$ cat src/rtl/deskew_matrix_collector.sv
// Receive side of the systolic array's skewed-wavefront interface: collects
// 2*SIZE-1 diagonal beats and rebuilds the SIZE x SIZE result matrix.
module deskew_matrix_collector #(
    parameter int WIDTH = 4,
    parameter int SIZE  = 3
) (
    input  logic                                 clock,
    input  logic                                 nreset,
    input  logic                                 flush,
    input  logic                                 in_valid,
    output logic                                 in_ready,
    input  logic [SIZE*WIDTH-1:0]                in_vec,
    output logic                                 out_valid,
    input  logic                                 out_ready,
    output logic [SIZE-1:0][SIZE-1:0][WIDTH-1:0] Mout,
    output logic [$clog2(2*SIZE)-1:0]            beat_cnt,
    output logic                                 pad_err
);
    localparam int CW        = $clog2(2*SIZE);
    localparam int LAST_BEAT = 2*SIZE-2;

    localparam logic [0:0] COLLECT = 1'b0;
    localparam logic [0:0] HOLD    = 1'b1;

    logic [0:0]                           state_r;
    logic [0:0]                           state_nx_s;
    logic [CW-1:0]                        beat_cnt_r;
    logic [CW-1:0]                        beat_cnt_nx_s;
    logic                                 in_ready_r;
    logic                                 out_valid_r;
    logic                                 pad_err_r;
    logic [SIZE-1:0][SIZE-1:0][WIDTH-1:0] mout_r;
    logic                                 accept_s;
    logic                                 pad_hit_s;

    // Lane j of beat k is padding unless 0 <= k-j < SIZE; padding must be zero.
    function automatic logic pad_nonzero(input logic [SIZE*WIDTH-1:0] vec,
                                         input logic [CW-1:0] k);
        logic hit;
        hit = 1'b0;
        for (int j = 0; j < SIZE; j++) begin
            if ((int'(k) < j) || ((int'(k) - j) >= SIZE)) begin
                hit = hit | (|vec[j*WIDTH +: WIDTH]);
            end else begin
                hit = hit;
            end
        end
        return hit;
    endfunction

    assign accept_s  = in_valid & in_ready_r;
    assign pad_hit_s = accept_s & pad_nonzero(in_vec, beat_cnt_r);

    assign in_ready  = in_ready_r;
    assign out_valid = out_valid_r;
    assign beat_cnt  = beat_cnt_r;
    assign pad_err   = pad_err_r;
    assign Mout      = mout_r;

    // Next-state and beat counter; the last beat wraps the counter into HOLD.
    always_comb begin
        state_nx_s    = state_r;
        beat_cnt_nx_s = beat_cnt_r;
        case (state_r)
            COLLECT: begin
                if (accept_s) begin
                    if (beat_cnt_r == CW'(LAST_BEAT)) begin
                        state_nx_s    = HOLD;
                        beat_cnt_nx_s = {CW{1'b0}};
                    end else begin
                        beat_cnt_nx_s = beat_cnt_r + CW'(1);
                    end
                end else begin
                    state_nx_s = COLLECT;
                end
            end
            HOLD: begin
                if (out_ready) begin
                    state_nx_s = COLLECT;
                end else begin
                    state_nx_s = HOLD;
                end
            end
            default: begin
                state_nx_s    = COLLECT;
                beat_cnt_nx_s = {CW{1'b0}};
            end
        endcase
    end

    // Control registers; handshake outputs are decoded from the next state.
    always_ff @(posedge clock or negedge nreset) begin
        if (!nreset) begin
            state_r     <= COLLECT;
            beat_cnt_r  <= {CW{1'b0}};
            in_ready_r  <= 1'b1;
            out_valid_r <= 1'b0;
            pad_err_r   <= 1'b0;
        end else if (flush) begin
            state_r     <= COLLECT;
            beat_cnt_r  <= {CW{1'b0}};
            in_ready_r  <= 1'b1;
            out_valid_r <= 1'b0;
            pad_err_r   <= 1'b0;
        end else begin
            state_r     <= state_nx_s;
            beat_cnt_r  <= beat_cnt_nx_s;
            in_ready_r  <= (state_nx_s == COLLECT);
            out_valid_r <= (state_nx_s == HOLD);
            pad_err_r   <= pad_err_r | pad_hit_s;
        end
    end

    // Matrix storage: element [r][c] arrives on lane c of beat r+c; flush keeps contents.
    always_ff @(posedge clock or negedge nreset) begin
        if (!nreset) begin
            mout_r <= {(SIZE*SIZE*WIDTH){1'b0}};
        end else if (!flush && accept_s) begin
            for (int r = 0; r < SIZE; r++) begin
                for (int c = 0; c < SIZE; c++) begin
                    if (int'(beat_cnt_r) == (r + c)) begin
                        mout_r[r][c] <= in_vec[c*WIDTH +: WIDTH];
                    end
                end
            end
        end
    end

endmodule
$ cat config.mk
export PLATFORM = sky130hd
export DESIGN_NAME = deskew_matrix_collector
export DESIGN_NICKNAME = d
export VERILOG_FILES = /design/src/rtl/deskew_matrix_collector.sv
export SDC_FILE = /design/constraint.sdc
export NUM_CORES = 1
export LEC_CHECK = 0
export CORE_ASPECT_RATIO = 0.5
export CORE_MARGIN = 10
export CORE_UTILIZATION = 49
export DETAILED_ROUTE_END_ITERATION = 8
export GPL_TIMING_DRIVEN = 1
export PLACE_DENSITY = 0.84
export SLEW_MARGIN = 0
export SYNTH_ARGS = -nofsm -noshare
export SYNTH_HDL_FRONTEND = slang
export SYNTH_SLANG_ARGS = --single-unit
$ cat constraint.sdc
create_clock -name clock -period 3.6 [get_ports clock]
set_input_delay 0.9 -clock clock [delete_from_list [all_inputs] [get_ports clock]]
set_output_delay 0.9 -clock clock [all_outputs]
set_load 0.02 [all_outputs]
---- Word-level counts from Yosys, hierarchy flattened ----
Cells that the tools add are included.
storage, ports and cells
  bits of input ports ..................... 17
  word-level logic and storage cells ...... 63
  register bits ........................... 42
operators by class
  reduce and logical (&&, ||, !) cells .... 15
  multiplexer cells ....................... 14
  bitwise gates (word level) .............. 7
  $add $sub $neg .......................... 3
  equality and inequality tests ........... 6
  order comparisons ....................... 5
operators by type and width
  cell                 count
  $eq 3x3->1 const B   4
  $mux 3               4
  $reduce_and 2->1     6
  $reduce_or 4->1      3
  $mux 1               9
  $ge 4x3->1 const B   2
  $sub 3x1->4 const B  1
  $sub 3x2->4 const B  1
  $add 3x1->3 const B  1
  $eq 3x2->1 const B   1
  $ge 3x2->1 const B   1
  $logic_not 3->1      1
  $lt 3x1->1 const B   1
  $lt 3x2->1 const B   1
  $or 1x1->1           3
  $and 1x1->1          2
  $logic_or 1x1->1     2
  $ne 2x2->1 const B   1
  $not 1->1            2
  $pmux 1 s2           1
  $reduce_bool 2->1    1
  $logic_and 1x1->1    1
  $logic_not 1->1      1

---- Depth between registers and ports, before layout ----
Gate-level depths: netlist of run 1.
  depth in word-level cells ............... 9
  depth in mapped cells ................... 7
  depth with buffers taken out ............ 7

---- Worst setup path after synthesis of run 1 ----
OpenSTA, ideal clock, no wires.
  path kind ............................... input-to-reg
  start ................................... in flush
  end ..................................... reg mout_r (netlist bit Mout[10])
  path buffers ............................ 2
  data required time ...................... 3.475 ns
  slack ................................... 1.714 ns
  cell stages on the path ................. 5
  arrival time ............................ 1.761 ns
  path through ............................ buf_6 > nor3_4 > nand2_2 > buf_6 > mux2_4
on the way
  word-level cells in the longest chain between the ends .. 3
ends and longest elaborated chain
  element                         line  text
  start: declaration              9     input logic flush,
  $logic_not 1->1                 118   end else if (!flush && accept_s) begin
  $logic_and 1x1->1               118
  $reduce_and 2->1 (no line)      -
  end signal: assignment          117   mout_r <= {(SIZE*SIZE*WIDTH){1'b0}};
  end signal: indexed assignment  122   mout_r[r][c] <= in_vec[c*WIDTH +: WIDTH];
  end: declaration                32    logic [SIZE-1:0][SIZE-1:0][WIDTH-1:0] mout_r;
No other way between the ends.
A chain may end at the register's enable or synchronous reset.

---- Worst setup path in the final report of run 1 ----
  start ................................... reg beat_cnt_r[2], in the netlist beat_cnt[2]
  end ..................................... out beat_cnt[2]
RTL lines
  element                   line  text
  start: declaration        27    logic [CW-1:0] beat_cnt_r;
  start signal: assignment  95    beat_cnt_r <= {CW{1'b0}};
  start signal: assignment  101   beat_cnt_r <= {CW{1'b0}};
  start signal: assignment  107   beat_cnt_r <= beat_cnt_nx_s;
  end: declaration          16    output logic [$clog2(2*SIZE)-1:0] beat_cnt,
No word-level cell between the ends.

==> impl_metrics.ini, run 1 <==
[setup_path]
cp_data_required_time_ns = 2.70
crit_arrival_ns = 1.48
critical-path-top-delay-family = buffers and inverters
critical_path.reg2reg.endpoint = pad_err$_DFF_PN0_
timing.reg2reg.setup_slack_ns = 1.78
worstSetupPathType = reg2out
timing.critical_path.buf_inv = 1
crit_fanout = 7
startpoint_type = flip-flop
cp_max_delay_cell = sky130_fd_sc_hd__clkdlybuf4s50_1
r2r.worst_path.cells = 6
worstPathCellList = clkdlybuf4s50_1
max_stage_delay_ns = 0.67
worstReg2RegStart = beat_cnt[0]$_DFFE_PN0P_
cp-end-kind = output port

[yosys]
syn_area_mm2 = 0.00188
ys_warn_count = 0
seq_area_frac_synth = 0.561
postSynthNetCount = 155
number_of_synthesized_flops_with_an_enable_pin = 0
synth_area_per_cell_um2 = 14.7
post-synth-top-area-fraction = 0.547
post-synth-top-area-cell = sky130_fd_sc_hd__dfrtp_1
dominantRegCellSynth = sky130_fd_sc_hd__dfrtp_1
yosys_register_bits = 42
async_flop_share = 1.00
netlist_top_cells_count = sky130_fd_sc_hd__dfrtp_1 (41), sky130_fd_sc_hd__mux2_2 (26), sky130_fd_sc_hd__ha_1 (10), sky130_fd_sc_hd__mux2_4 (10), sky130_fd_sc_hd__inv_1 (5)
yosysUniqueCellTypes = 25
synth.top_cells.by_area = sky130_fd_sc_hd__dfrtp_1 (55%), sky130_fd_sc_hd__mux2_2 (16%), sky130_fd_sc_hd__mux2_4 (8.0%)
top_count_cell_post_synth = sky130_fd_sc_hd__dfrtp_1
synthCells = 128

[sta]
worstMarginPinSlew_ns = 0.913
hold_violations = 0
max_slew_margin = 0.391
timing.clock.skew_ns = 0.00562
setup_viol_count_final = 0
tns_ns = 0
drv_slew = 0
final.min_clock_period_ns = 2.38
achievable_frequency_ghz = 0.421
hold_ws_ns = 0.508
final.period_utilization = 0.661
rsz0062_at_grt = false

[cts]
clock-sinks = 42
cts_tree = yes
maximum_number_of_buffers_from_clock_root_to_sink = 2
clock_tree.htree_level_count = 2
ctsResizeCount = 0
cts.reportedPaths.clkPinSlew_ns = 0.08
clock_tree.root_cell = sky130_fd_sc_hd__clkbuf_8
hold_buffers = 0
tritoncts.num_buffers = 5
clock_insertion_delay_worst_skew_ns = 0.29
postCtsSetupRepairBufs = 0

[pwr]
clock_power_share = 0.217
static-leakage-power_uw = 0.00120
power_report.internal_total_uw = 1000
switching_share = 0.308
comb_pwr_share = 0.351
seqPwrFrac = 0.433
irDropWorstVdd_uv = 249
power_density_mw_per_mm2 = 560
power_switching_uw = 446

[floorplan]
design.core.area_mm2 = 0.00357
fp.dieArea_mm2 = 0.00686
die_width_um = 108
die_height_um = 63.8
floorplan.rows = 15
boundaryPins = 59
starting_density_of_the_core = 0.526

[routing]
drt_first_iter_violations = 31
first_pass_iters = 4
via_per_inst = 5.04
routedWlPerCell_um = 18.1
drcViolationCount = 0
vias = 1224
antenna_left = 0
totalWireLength_um = 4400

[finish]
n_antenna_cell = 0
areaGrowthSynthToFinish_pct = 37.7
finalNetCount = 218
multi_input_area_um2 = 783
drive_above_1_share = 0.260
final-seq-area_mm2 = 0.00105
post_route_core_utilization = 0.725
fillerInstances = 260

[global_routing]
grt.met3_usage = 0.0430
grtUsageMet2 = 0.226
met1_grt_util = 0.149
initial_antenna_violation_count = 0
largest_net_degree_at_the_start_of_global_routing = 43
grt_usage = 0.134
first_pass_grt_wire_length_um = 7250
grt.busiest_layer = met2
number_of_global_route_vias_before_repair = 1428
global_route.overflow_total = 0

[min_path]
start_point_of_the_worst_hold_path = Mout[23]$_DFFE_PN0P_
worst_hold_path_type = reg2reg
worstHoldEndpoint = Mout[23]$_DFFE_PN0P_
min_delay_path_depth = 1

[place]
place_hpwl_um = 3330
gp_congestion = 0.742
io_buffer_count = 58

[run_status]
run_status = complete, no violations

[flow_run]
maxCapViolations = 0
[worst max path at each step]
stage | startpoint | end | cells after the start
final | beat_cnt[2]$_DFFE_PN0P_ | beat_cnt[2] | 1
after global routing | beat_cnt[2]$_DFFE_PN0P_ | beat_cnt[2] | 1
after floorplan | flush | Mout[10]$_DFFE_PN0P_ | 5
after global placement | flush | Mout[18]$_DFFE_PN0P_ | 4
after CTS | beat_cnt[2]$_DFFE_PN0P_ | beat_cnt[2] | 1
after detailed placement | flush | Mout[10]$_DFFE_PN0P_ | 4
[power by group through the flow]
stage / Combinational [uW] / Sequential [uW] / Clock (uW)
floorplan: 130 / 750 / 0
global placement: 508 / 628 / 0
detailed placement: 516 / 635 / 0
CTS: 518 / 627 / 321
global route: 538 / 639 / 344
finish: 507 / 626 / 314
[cells by family after synthesis]
family,Yosys count,share of synthesized area
AO/OA/AOI/OAI,10,0.0373
flip-flops,42,0.561
AND/OR/NAND/NOR,23,0.0773
buffers and inverters,7,0.0220
multiplexers,36,0.236
adder cells (fa/ha/maj),10,0.0667
[cells in the final DEF (no fill, tap or decap), drive strengths merged, types with 3 or more instances in the layout]
master,netlist,layout
nor3,3,3
nand2,7,7
inv,5,5
nor2,4,4
clkbuf,0,7
ha,10,10
dfrtp,41,41
mux2,36,36
a21oi,4,4
clkdlybuf4s50,0,57
[state kept, by name, summed over array words and instances (netlist names)]
register / count
out_valid: 1
pad_err: 1
beat_cnt: 3
in_ready: 1
Mout: 36
[routing by layer]
metal / part of all wire / up-vias
met5: 0 / -
met4: 0.018 / 0
met3: 0.057 / 6
met2: 0.50 / 31
met1: 0.42 / 607
li1: - / 580
[per-stage QoR]
| step | total power (uW) | setup WS [ns] | std cells | instance area (um^2) |
|---|---|---|---|---|
| 2_1_floorplan | 880 | 1.71 | 128 | 1880 |
| 3_3_place_gp | 1140 | 1.04 | 235 | 2490 |
| 3_5_place_dp | 1150 | 0.960 | 235 | 2490 |
| 4_1_cts | 1470 | 1.21 | 243 | 2580 |
| 5_1_grt | 1520 | 1.16 | 243 | 2580 |
| 6_report | 1450 | 1.22 | 243 | 2580 |
[layout make-up]
type,count,share of cell area
Sequential cell,42,0.407
Multi-Input combinational cell,79,0.303
Timing Repair Buffer,58,0.223
Clock buffer,7,0.0334
Tap cell,51,0.0247
Inverter,5,0.00726
Clock inverter,1,0.00194
(Power assumes the default switching activity.)
==> run 2: changes to the inputs <==
- CORE_UTILIZATION: 49 -> 46
- PLACE_DENSITY: 0.84 -> 0.79
- clock period: 3.6 -> 2.3 ns (I/O delays scaled with it)
==> impl_metrics.ini, run 2 (synthesis gave the netlist of run 1 again) <==
[routing]
vias = 1202
antenna_left = 0
via_per_inst = 4.87
drt_first_iter_violations = 41
drcViolationCount = 0
routedWlPerCell_um = 16.7
totalWireLength_um = 4120
first_pass_iters = 4

[global_routing]
largest_net_degree_at_the_start_of_global_routing = 43
first_pass_grt_wire_length_um = 6730
number_of_global_route_vias_before_repair = 1299
global_route.overflow_total = 0
initial_antenna_violation_count = 0
grt_usage = 0.118

[sta]
drv_slew = 0
postLayoutSetupSlackWorst_ns = 0.232
final.period_utilization = 0.899
tns_ns = 0
max_slew_margin = 0.660
rsz0062_at_grt = false
hold_violations = 0
worstMarginPinSlew_ns = 0.510
final.min_clock_period_ns = 2.07
timing.clock.skew_ns = 0.00243
hold_ws_ns = 0.334
setup_viol_count_final = 0
achievable_frequency_ghz = 0.483

[floorplan]
boundaryPins = 59
floorplan.rows = 16
die_width_um = 110
die_height_um = 65.2
starting_density_of_the_core = 0.478
design.core.area_mm2 = 0.00392
fp.dieArea_mm2 = 0.00719

[setup_path]
max_stage_delay_ns = 0.67
worstPathCellList = clkdlybuf4s50_1
worstSetupPathType = reg2out
timing.critical_path.buf_inv = 1
cp-end-kind = output port
startpoint = beat_cnt[2]$_DFFE_PN0P_
worstReg2RegStart = beat_cnt[2]$_DFFE_PN0P_
crit_fanout = 7
startpoint_type = flip-flop
cp_max_delay_cell = sky130_fd_sc_hd__clkdlybuf4s50_1
crit_arrival_ns = 1.49
critical-path-top-delay-family = buffers and inverters
cp_data_required_time_ns = 1.73

[pwr]
power_density_mw_per_mm2 = 852
static-leakage-power_uw = 0.00120
irDropWorstVdd_uv = 354

[cts]
clock_insertion_delay_worst_skew_ns = 0.28
maximum_number_of_buffers_from_clock_root_to_sink = 2
cts_tree = yes
clock_tree.root_cell = sky130_fd_sc_hd__clkbuf_8
ctsResizeCount = 0
hold_buffers = 0
tritoncts.num_buffers = 5
clock-sinks = 42
postCtsSetupRepairBufs = 0
clock_tree.htree_level_count = 2
cts.reportedPaths.clkPinSlew_ns = 0.07

[flow_run]
maxCapViolations = 0

[finish]
n_antenna_cell = 0
max_reg_flops = 36
finalNetCount = 220
mostFrequentLayoutCell = sky130_fd_sc_hd__clkdlybuf4s50_1
areaGrowthSynthToFinish_pct = 37.9
drive_above_1_share = 0.259
fillerInstances = 316
layout.cells.most_common_list = sky130_fd_sc_hd__clkdlybuf4s50_1 (57), sky130_fd_sc_hd__dfrtp_1 (41), sky130_fd_sc_hd__mux2_2 (26)

[place]
placement.setup.worst_slack_ns = 0.0943
place_hpwl_um = 3230
io_buffer_count = 58
gp_congestion = 0.797

[run_status]
run_status = complete, no violations

[min_path]
worst_hold_path_type = in2async
run 2: changes by cell type in the layout (fill, tap and decap cells not counted), sizes merged:
| cell | previous run | this run |
|---|---|---|
| clkinv | 1 | 0 |
| buf | 1 | 3 |
run 2: through the flow:
stage / cell area [um^2] / std cells / total power [uW] / util
global placement: 2510 / 240 / 1780 / 0.640
CTS: 2590 / 247 / 2240 / 0.660
global route: 2590 / 247 / 2310 / 0.660
finish: 2590 / 247 / 2210 / 0.660
floorplan: 1880 / 128 / 1380 / -
detailed placement: 2510 / 240 / 1800 / 0.640
run 2: where the power goes:
part	switching [uW]	leakage [uW]	total [uW]	internal, uW
Sequential	86.8	0.000538	978	891
Combinational	354	0.000620	790	436
Clock	230	0.0000383	439	209
run 2: layer usage:
metal,wire length [um],up-vias,GRT usage,part of all wire
li1,-,581,-,-
met5,0,-,0,0
met1,1760,596,0.145,0.43
met2,2090,20,0.189,0.51
met3,225,5,0.0370,0.055
met4,43,0,0.0478,0.010
run 2: worst paths after layout:
| kind | end | slack (ns) | cells past startpoint |
|---|---|---|---|
| min | out_valid$_DFF_PN0_ | 0.33 | 2 |
| min in group clock | Mout[14]$_DFFE_PN0P_ | 0.51 | 1 |
| max reg2reg | pad_err$_DFF_PN0_ | 0.47 | 6 |
| max in group asynchronous | Mout[25]$_DFFE_PN0P_ | 1.60 | 2 |
| min reg2reg | Mout[14]$_DFFE_PN0P_ | 0.51 | 1 |
| max | beat_cnt[2] | 0.23 | 1 |
run 2: layout make-up:
class                   count  area, um^2  share of cell area
well taps                  54        67.6              0.0261
repair buffers             60         591               0.228
flip-flops and latches     42        1050               0.406
multi-input cells          79         783               0.303
clock buffers               7        76.3              0.0295
inverters                   5        18.8             0.00725
